==> config.mk <==
export PLATFORM = sky130hd
export DESIGN_NAME = fir_band_sequencer_flat
export DESIGN_NICKNAME = d
export VERILOG_FILES = /design/src/rtl/fir_pkg.sv /design/src/rtl/fir_band_sequencer_if.sv /design/src/rtl/fir_seq_cnt.sv /design/src/rtl/fir_band_sequencer.sv /design/src/flat_wrapper.sv
export SDC_FILE = /design/constraint.sdc
export NUM_CORES = 1
export LEC_CHECK = 0
export ABC_AREA = 1
export CAP_MARGIN = 20
export CORE_ASPECT_RATIO = 2
export CORE_UTILIZATION = 55
export CTS_CLUSTER_DIAMETER = 30
export CTS_CLUSTER_SIZE = 16
export DETAILED_ROUTE_END_ITERATION = 6
export DONT_BUFFER_PORTS = 1
export PLACE_DENSITY = 0.73
export SYNTH_ARGS = -nofsm -noshare
export SYNTH_HDL_FRONTEND = slang
export SYNTH_SLANG_ARGS = --single-unit
==> constraint.sdc <==
create_clock -name clk -period 1.4 [get_ports clk]
set_clock_uncertainty 0.2 [all_clocks]
set_input_delay 0.28 -clock clk [delete_from_list [all_inputs] [get_ports clk]]
set_output_delay 0.28 -clock clk [all_outputs]
set_load 0.02 [all_outputs]
==> src/rtl/fir_pkg.sv <==
// fir_pkg: constants and FSM encoding shared by the band FIR engines, sample queue and sequencer.
package fir_pkg;
  localparam int FIR_TAPS = 1021;
  localparam int FIR_ROM_LAT = 1;
  localparam int AUD_W = 16;
  localparam logic [1:0] IDLE = 2'd0;
  localparam logic [1:0] SWEEP = 2'd1;
  localparam logic [1:0] SETTLE = 2'd2;
  localparam logic [1:0] CAPT = 2'd3;
  typedef logic [AUD_W-1:0] aud_t;
endpackage

==> src/rtl/fir_band_sequencer_if.sv <==
// fir_band_sequencer_if: sample/queue inputs, band FIR results and sequencer outputs.
interface fir_band_sequencer_if;
  import fir_pkg::*;
  logic smpl_vld, queue_full, sequencing, aud_vld, busy, overrun;
  aud_t filtered_L, filtered_R, aud_L, aud_R;
  modport master (
    output smpl_vld, queue_full, filtered_L, filtered_R,
    input sequencing, aud_L, aud_R, aud_vld, busy, overrun
  );
  modport slave (
    input smpl_vld, queue_full, filtered_L, filtered_R,
    output sequencing, aud_L, aud_R, aud_vld, busy, overrun
  );
endinterface

==> src/rtl/fir_seq_cnt.sv <==
// fir_seq_cnt: clear/enable up-counter flagging its terminal value; clear wins over enable.
module fir_seq_cnt #(
  parameter int W = 4,
  parameter int LIMIT = 8
) (
  input  logic clk,
  input  logic rst_n,
  input  logic clr,
  input  logic en,
  output logic tc
);
  logic [W-1:0] cnt;
  always_ff @(posedge clk or negedge rst_n)
    if (!rst_n) cnt <= '0;
    else if (clr) cnt <= '0;
    else if (en) cnt <= cnt + 1'b1;
  assign tc = cnt == W'(LIMIT);
endmodule

==> src/rtl/fir_band_sequencer.sv <==
// fir_band_sequencer: per-sample tap-sweep controller and result capture for the band FIRs.
// Define FIR_SEQ_OVERRUN_EN to enable sticky overrun detection of samples arriving while busy.
module fir_band_sequencer
  import fir_pkg::*;
#(
  parameter int TAPS = FIR_TAPS,
  parameter int ROM_LAT = FIR_ROM_LAT,
  parameter int CAPT_DLY = 1
) (
  input logic clk,
  input logic rst_n,
  fir_band_sequencer_if.slave bus
);
  localparam int SWEEP_LEN = TAPS + ROM_LAT;
  localparam int CW = $clog2(SWEEP_LEN);
  localparam logic [1:0] AFTER_SWEEP = CAPT_DLY > 1 ? SETTLE : CAPT;
  localparam logic [1:0] SET_LAST = 2'(CAPT_DLY > 1 ? CAPT_DLY - 2 : 0);
  logic [1:0] state, nxt, scnt;
  logic tc, busy;
  aud_t aud_l, aud_r;
  logic aud_vld;
  fir_seq_cnt #(.W(CW), .LIMIT(SWEEP_LEN - 1)) u_cnt (
    .clk(clk),
    .rst_n(rst_n),
    .clr(state != SWEEP || tc),
    .en(state == SWEEP),
    .tc(tc)
  );
  assign busy = state != IDLE;
  always_comb
    nxt = state == IDLE   ? (bus.smpl_vld && bus.queue_full ? SWEEP : IDLE) :
          state == SWEEP  ? (tc ? AFTER_SWEEP : SWEEP) :
          state == SETTLE ? (scnt == SET_LAST ? CAPT : SETTLE) : IDLE;
  always_ff @(posedge clk or negedge rst_n)
    if (!rst_n) begin
      state <= IDLE;
      scnt <= '0;
    end else begin
      state <= nxt;
      scnt <= state == SETTLE ? scnt + 1'b1 : '0;
    end
  // filtered_* is only valid during CAPT, so it is held here until the next capture
  always_ff @(posedge clk or negedge rst_n)
    if (!rst_n) begin
      aud_l <= '0;
      aud_r <= '0;
      aud_vld <= 1'b0;
    end else begin
      aud_vld <= state == CAPT;
      if (state == CAPT) begin
        aud_l <= bus.filtered_L;
        aud_r <= bus.filtered_R;
      end
    end
`ifdef FIR_SEQ_OVERRUN_EN
  logic ovr;
  always_ff @(posedge clk or negedge rst_n)
    if (!rst_n) ovr <= 1'b0;
    else if (bus.smpl_vld && busy) ovr <= 1'b1;
  assign bus.overrun = ovr;
`else
  assign bus.overrun = 1'b0;
`endif
  assign bus.sequencing = state == SWEEP;
  assign bus.busy = busy;
  assign bus.aud_L = aud_l;
  assign bus.aud_R = aud_r;
  assign bus.aud_vld = aud_vld;
endmodule

==> src/flat_wrapper.sv <==
// flat-port wrapper written by rule: the top's interface ports become plain ports
module fir_band_sequencer_flat import fir_pkg::*;
#(
  parameter int TAPS = FIR_TAPS,
  parameter int ROM_LAT = FIR_ROM_LAT,
  parameter int CAPT_DLY = 1
)
  (clk, rst_n, bus_smpl_vld, bus_queue_full, bus_filtered_L, bus_filtered_R, bus_sequencing, bus_aud_L, bus_aud_R, bus_aud_vld, bus_busy, bus_overrun);
  fir_band_sequencer_if bus_i ();
  input logic clk;
  input logic rst_n;
  input wire logic [$bits(bus_i.smpl_vld)-1:0] bus_smpl_vld;
  input wire logic [$bits(bus_i.queue_full)-1:0] bus_queue_full;
  input wire logic [$bits(bus_i.filtered_L)-1:0] bus_filtered_L;
  input wire logic [$bits(bus_i.filtered_R)-1:0] bus_filtered_R;
  output wire logic [$bits(bus_i.sequencing)-1:0] bus_sequencing;
  output wire logic [$bits(bus_i.aud_L)-1:0] bus_aud_L;
  output wire logic [$bits(bus_i.aud_R)-1:0] bus_aud_R;
  output wire logic [$bits(bus_i.aud_vld)-1:0] bus_aud_vld;
  output wire logic [$bits(bus_i.busy)-1:0] bus_busy;
  output wire logic [$bits(bus_i.overrun)-1:0] bus_overrun;
  assign bus_i.smpl_vld = bus_smpl_vld;
  assign bus_i.queue_full = bus_queue_full;
  assign bus_i.filtered_L = bus_filtered_L;
  assign bus_i.filtered_R = bus_filtered_R;
  assign bus_sequencing = bus_i.sequencing;
  assign bus_aud_L = bus_i.aud_L;
  assign bus_aud_R = bus_i.aud_R;
  assign bus_aud_vld = bus_i.aud_vld;
  assign bus_busy = bus_i.busy;
  assign bus_overrun = bus_i.overrun;
  fir_band_sequencer #(.TAPS(TAPS), .ROM_LAT(ROM_LAT), .CAPT_DLY(CAPT_DLY)) u_core (.clk(clk), .rst_n(rst_n), .bus(bus_i));
endmodule
==> flow_metrics.py <==
metrics = {
    "outcome": {
        "status": "finished with violations",
        "violations": "hold timing, setup timing",
    },
    "global_route": {
        "grt_use_total_pct": 25.3,
        "overflow": 0,
        "antenna_found_initial": 0,
        "grt_max_degree": 48,
        "grt_first_pass_wirelength_um": 7040,
        "grt_pass1_vias": 1678,
    },
    "pwr": {
        "power_frac_comb_pct": 17.6,
        "power_mw": 3.27,
        "irDropWorstVdd_mv": 0.976,
        "switching_share_pct": 24.8,
        "pwr-share-clk_pct": 35.8,
        "power.switching_mw": 0.811,
        "power_frac_seq_pct": 46.6,
        "p_int_mw": 2.45,
        "total_leakage_power_nw": 1.23,
        "power_per_cell_area_nw_per_um2": 1200,
    },
    "logic_synthesis": {
        "yosys_most_used_dff": "dfrtp_1",
        "synthTopCellsByCount": "nand2_1, dfrtp_1, nor2_1",
        "syn_avg_cell_area_um2": 8.78,
        "ys_types": 24,
        "async_flop_share_pct": 100,
        "synth_top_area_cell": "dfrtp_1",
        "ys_top_cells_by_area": "dfrtp_1, nand2_1, nand2_2, nor2_1, inv_1",
        "ys_ff_latch": 47,
        "synth_edf_count": 0,
        "yosys_warnings": 0,
        "synth_most_common_cell": "nand2_1",
        "synth_top_area_share_pct": 59.0,
        "ys_seq_area_share_pct": 59.0,
        "syn-cell-area_um2": 1990,
        "syn_nets": 266,
        "synthCells": 227,
    },
    "detailed_routing": {
        "initialDrtViolationCount": 34,
        "antenna_left": 0,
        "vias": 1618,
        "viasPerCell": 4.90,
        "wirelength_um": 4690,
        "routedWlPerCell_um": 14.2,
        "drc": 0,
        "firstDrtPassIters": 3,
    },
    "place": {
        "hpwlAfterDp_um": 2670,
        "port_buffers": 0,
        "place_area_um2": 2090,
        "place_congestion": 0.807,
    },
    "critical_path": {
        "ff2ff_path_depth": 7,
        "worstSetupStartpointType": "flip-flop",
        "startpoint": "u_core.state[1]",
        "cp.required_ns": 0.92,
        "crit_fanout": 5,
        "crit_arrival_ns": 1.02,
        "path_class": "flip-flop to primary output",
        "reg2reg_to": "u_core.u_cnt.cnt[7]",
        "crit_end": "bus_busy",
        "rrSetupSlack_ns": 0.01,
        "critPathCaptureType": "primary output",
        "reg2reg_from": "u_core.u_cnt.cnt[1]",
    },
    "cells_and_area": {
        "finalInstanceArea_um2": 2730,
        "area_growth_syn_to_layout_pct": 37.0,
        "drive_gt1_share_pct": 23.4,
        "n_antenna_cell": 0,
        "post-route-util_pct": 79.9,
        "nets": 320,
    },
    "floorplan": {
        "die_x_um": 44.6,
        "row_count": 30,
        "core-area_um2": 3420,
        "floorplan.die_area_um2": 3880,
        "ios": 72,
        "dieHeight_um": 87.1,
        "initial_core_util_pct": 58.4,
    },
    "sta": {
        "hold_viol": 47,
        "slew_viol_final": 0,
        "final-setup-viol-count": 2,
        "finalCriticalPeriod_ns": 1.50,
        "worst_slack_ns": -0.0955,
        "rsz0062_at_grt": "yes",
        "max_freq_mhz": 669,
        "min_period_over_period_pct": 107,
        "whs_ns": -0.542,
    },
    "cts": {
        "insertion_delay_ns": 0.30,
        "cts_hold_buf": 34,
        "cts_inserted_buffers": 5,
        "cts_tree": "done",
        "cts_buffer_depth": 2,
        "clock-root-buffer": "clkbuf_8",
        "cts.sinks": 47,
        "clk_pin_slew_ns": 0.09,
        "h-tree-depth": 2,
    },
    "min_path": {
        "worstHoldPathType": "primary input to async pin",
    },
    "flow_run": {
        "drv_cap": 0,
    },
}
[cell usage in the layout, fill, tap and decap left out]
cell type / n
dlygate4sd3_1: 34
nor2_4: 2
nor2_2: 11
clkbuf_16: 1
bufinv_16: 2
nand3_1: 4
nor2_1: 7
nand3b_1: 1
inv_4: 1
o21ai_0: 1
a31oi_1: 1
xor2_1: 1
clkbuf_1: 1
nand2_2: 12
ha_2: 2
a21oi_2: 1
buf_4: 15
buf_6: 2
nand3_2: 2
inv_1: 10
xnor2_1: 2
nand2_1: 105
ha_1: 1
buf_12: 1
nand2_4: 3
nand4_1: 1
clkbuf_8: 5
conb_1: 1
inv_2: 3
dfrtp_1: 46
dfrtp_2: 1
o21ai_2: 1
or2_4: 1
[per-stage QoR]
step	instances	setup slack, ns	hold slack [ns]	setup TNS (ns)
floorplan	227	0.00459	-0.216	0
global placement	279	0.0189	-0.214	0
detailed placement	279	-0.0227	-0.214	-0.0374
CTS	327	-0.0976	-0.546	-0.191
global route	330	-0.124	-0.553	-1.14
finish	330	-0.0955	-0.542	-0.186
[power groups by stage]
stage / clock network (mW) / registers [mW] / logic [mW]
floorplan: 0 / 1.53 / 0.207
detailed placement: 0 / 1.55 / 0.323
global placement: 0 / 1.54 / 0.318
finish: 1.17 / 1.52 / 0.576
CTS: 1.18 / 1.52 / 0.497
global route: 1.22 / 1.53 / 0.625
[state kept, by name (all words and copies together) (netlist names)]
signal and cells:
u_core.bus.aud_L 16, u_core.bus.aud_R 16, u_core.bus.aud_vld 1, u_core.scnt 2, u_core.state 2, u_core.u_cnt.cnt 10
[final cells by class]
type                            count  area [um^2]
Tap cell                           48         60.1
Timing Repair Buffer               53          520
Inverter                           14         55.1
Multi-Input combinational cell    160          785
Clock buffer                        6         72.6
Sequential cell                    47         1180
Fill cell                         216          686
Clock inverter                      2         60.1
[cell families after synthesis]
family	count (synthesis)	synth area share, %
simple gates	148	30.8
flops	47	59.0
buf+inv	21	5.71
compound gates	4	1.07
xor+xnor	3	1.32
fa+ha+maj	3	1.88
other cells	1	0.188
[worst max-delay path, stage by stage, from the launching register on]
cell and delay (ns):
dfrtp_2 0.46, nor2_2 0.17, inv_2 0.09
[worst min path at each step]
stage	start	slack [ns]	cells after the start	end
2_1_floorplan	rst_n	-0.22	0	u_core.bus.aud_L[0]
3_3_place_gp	rst_n	-0.21	0	u_core.scnt[0]
3_5_place_dp	rst_n	-0.21	0	u_core.scnt[0]
4_1_cts	rst_n	-0.55	0	u_core.scnt[0]
5_1_grt	rst_n	-0.55	0	u_core.bus.aud_R[15]
6_report	rst_n	-0.54	0	u_core.bus.aud_R[5]
[routing by layer]
metal / track usage, % / up-vias / share of wire [%] / wire length [um]
met5: 0 / - / 0 / 0
met4: 12.9 / 0 / 1.9 / 87
met3: 5.60 / 8 / 4.1 / 194
met2: 46.1 / 45 / 57 / 2670
met1: 25.5 / 778 / 37 / 1740
li1: - / 787 / - / -
[timing repair]
item,CTS,global route
setup endpoints to repair,12,30
pin swaps,4,10
resized for setup,10,20
gates cloned,0,2
endpoints found under the hold margin,80,47
setup buffers,6,1
(Power assumes the default switching activity.)
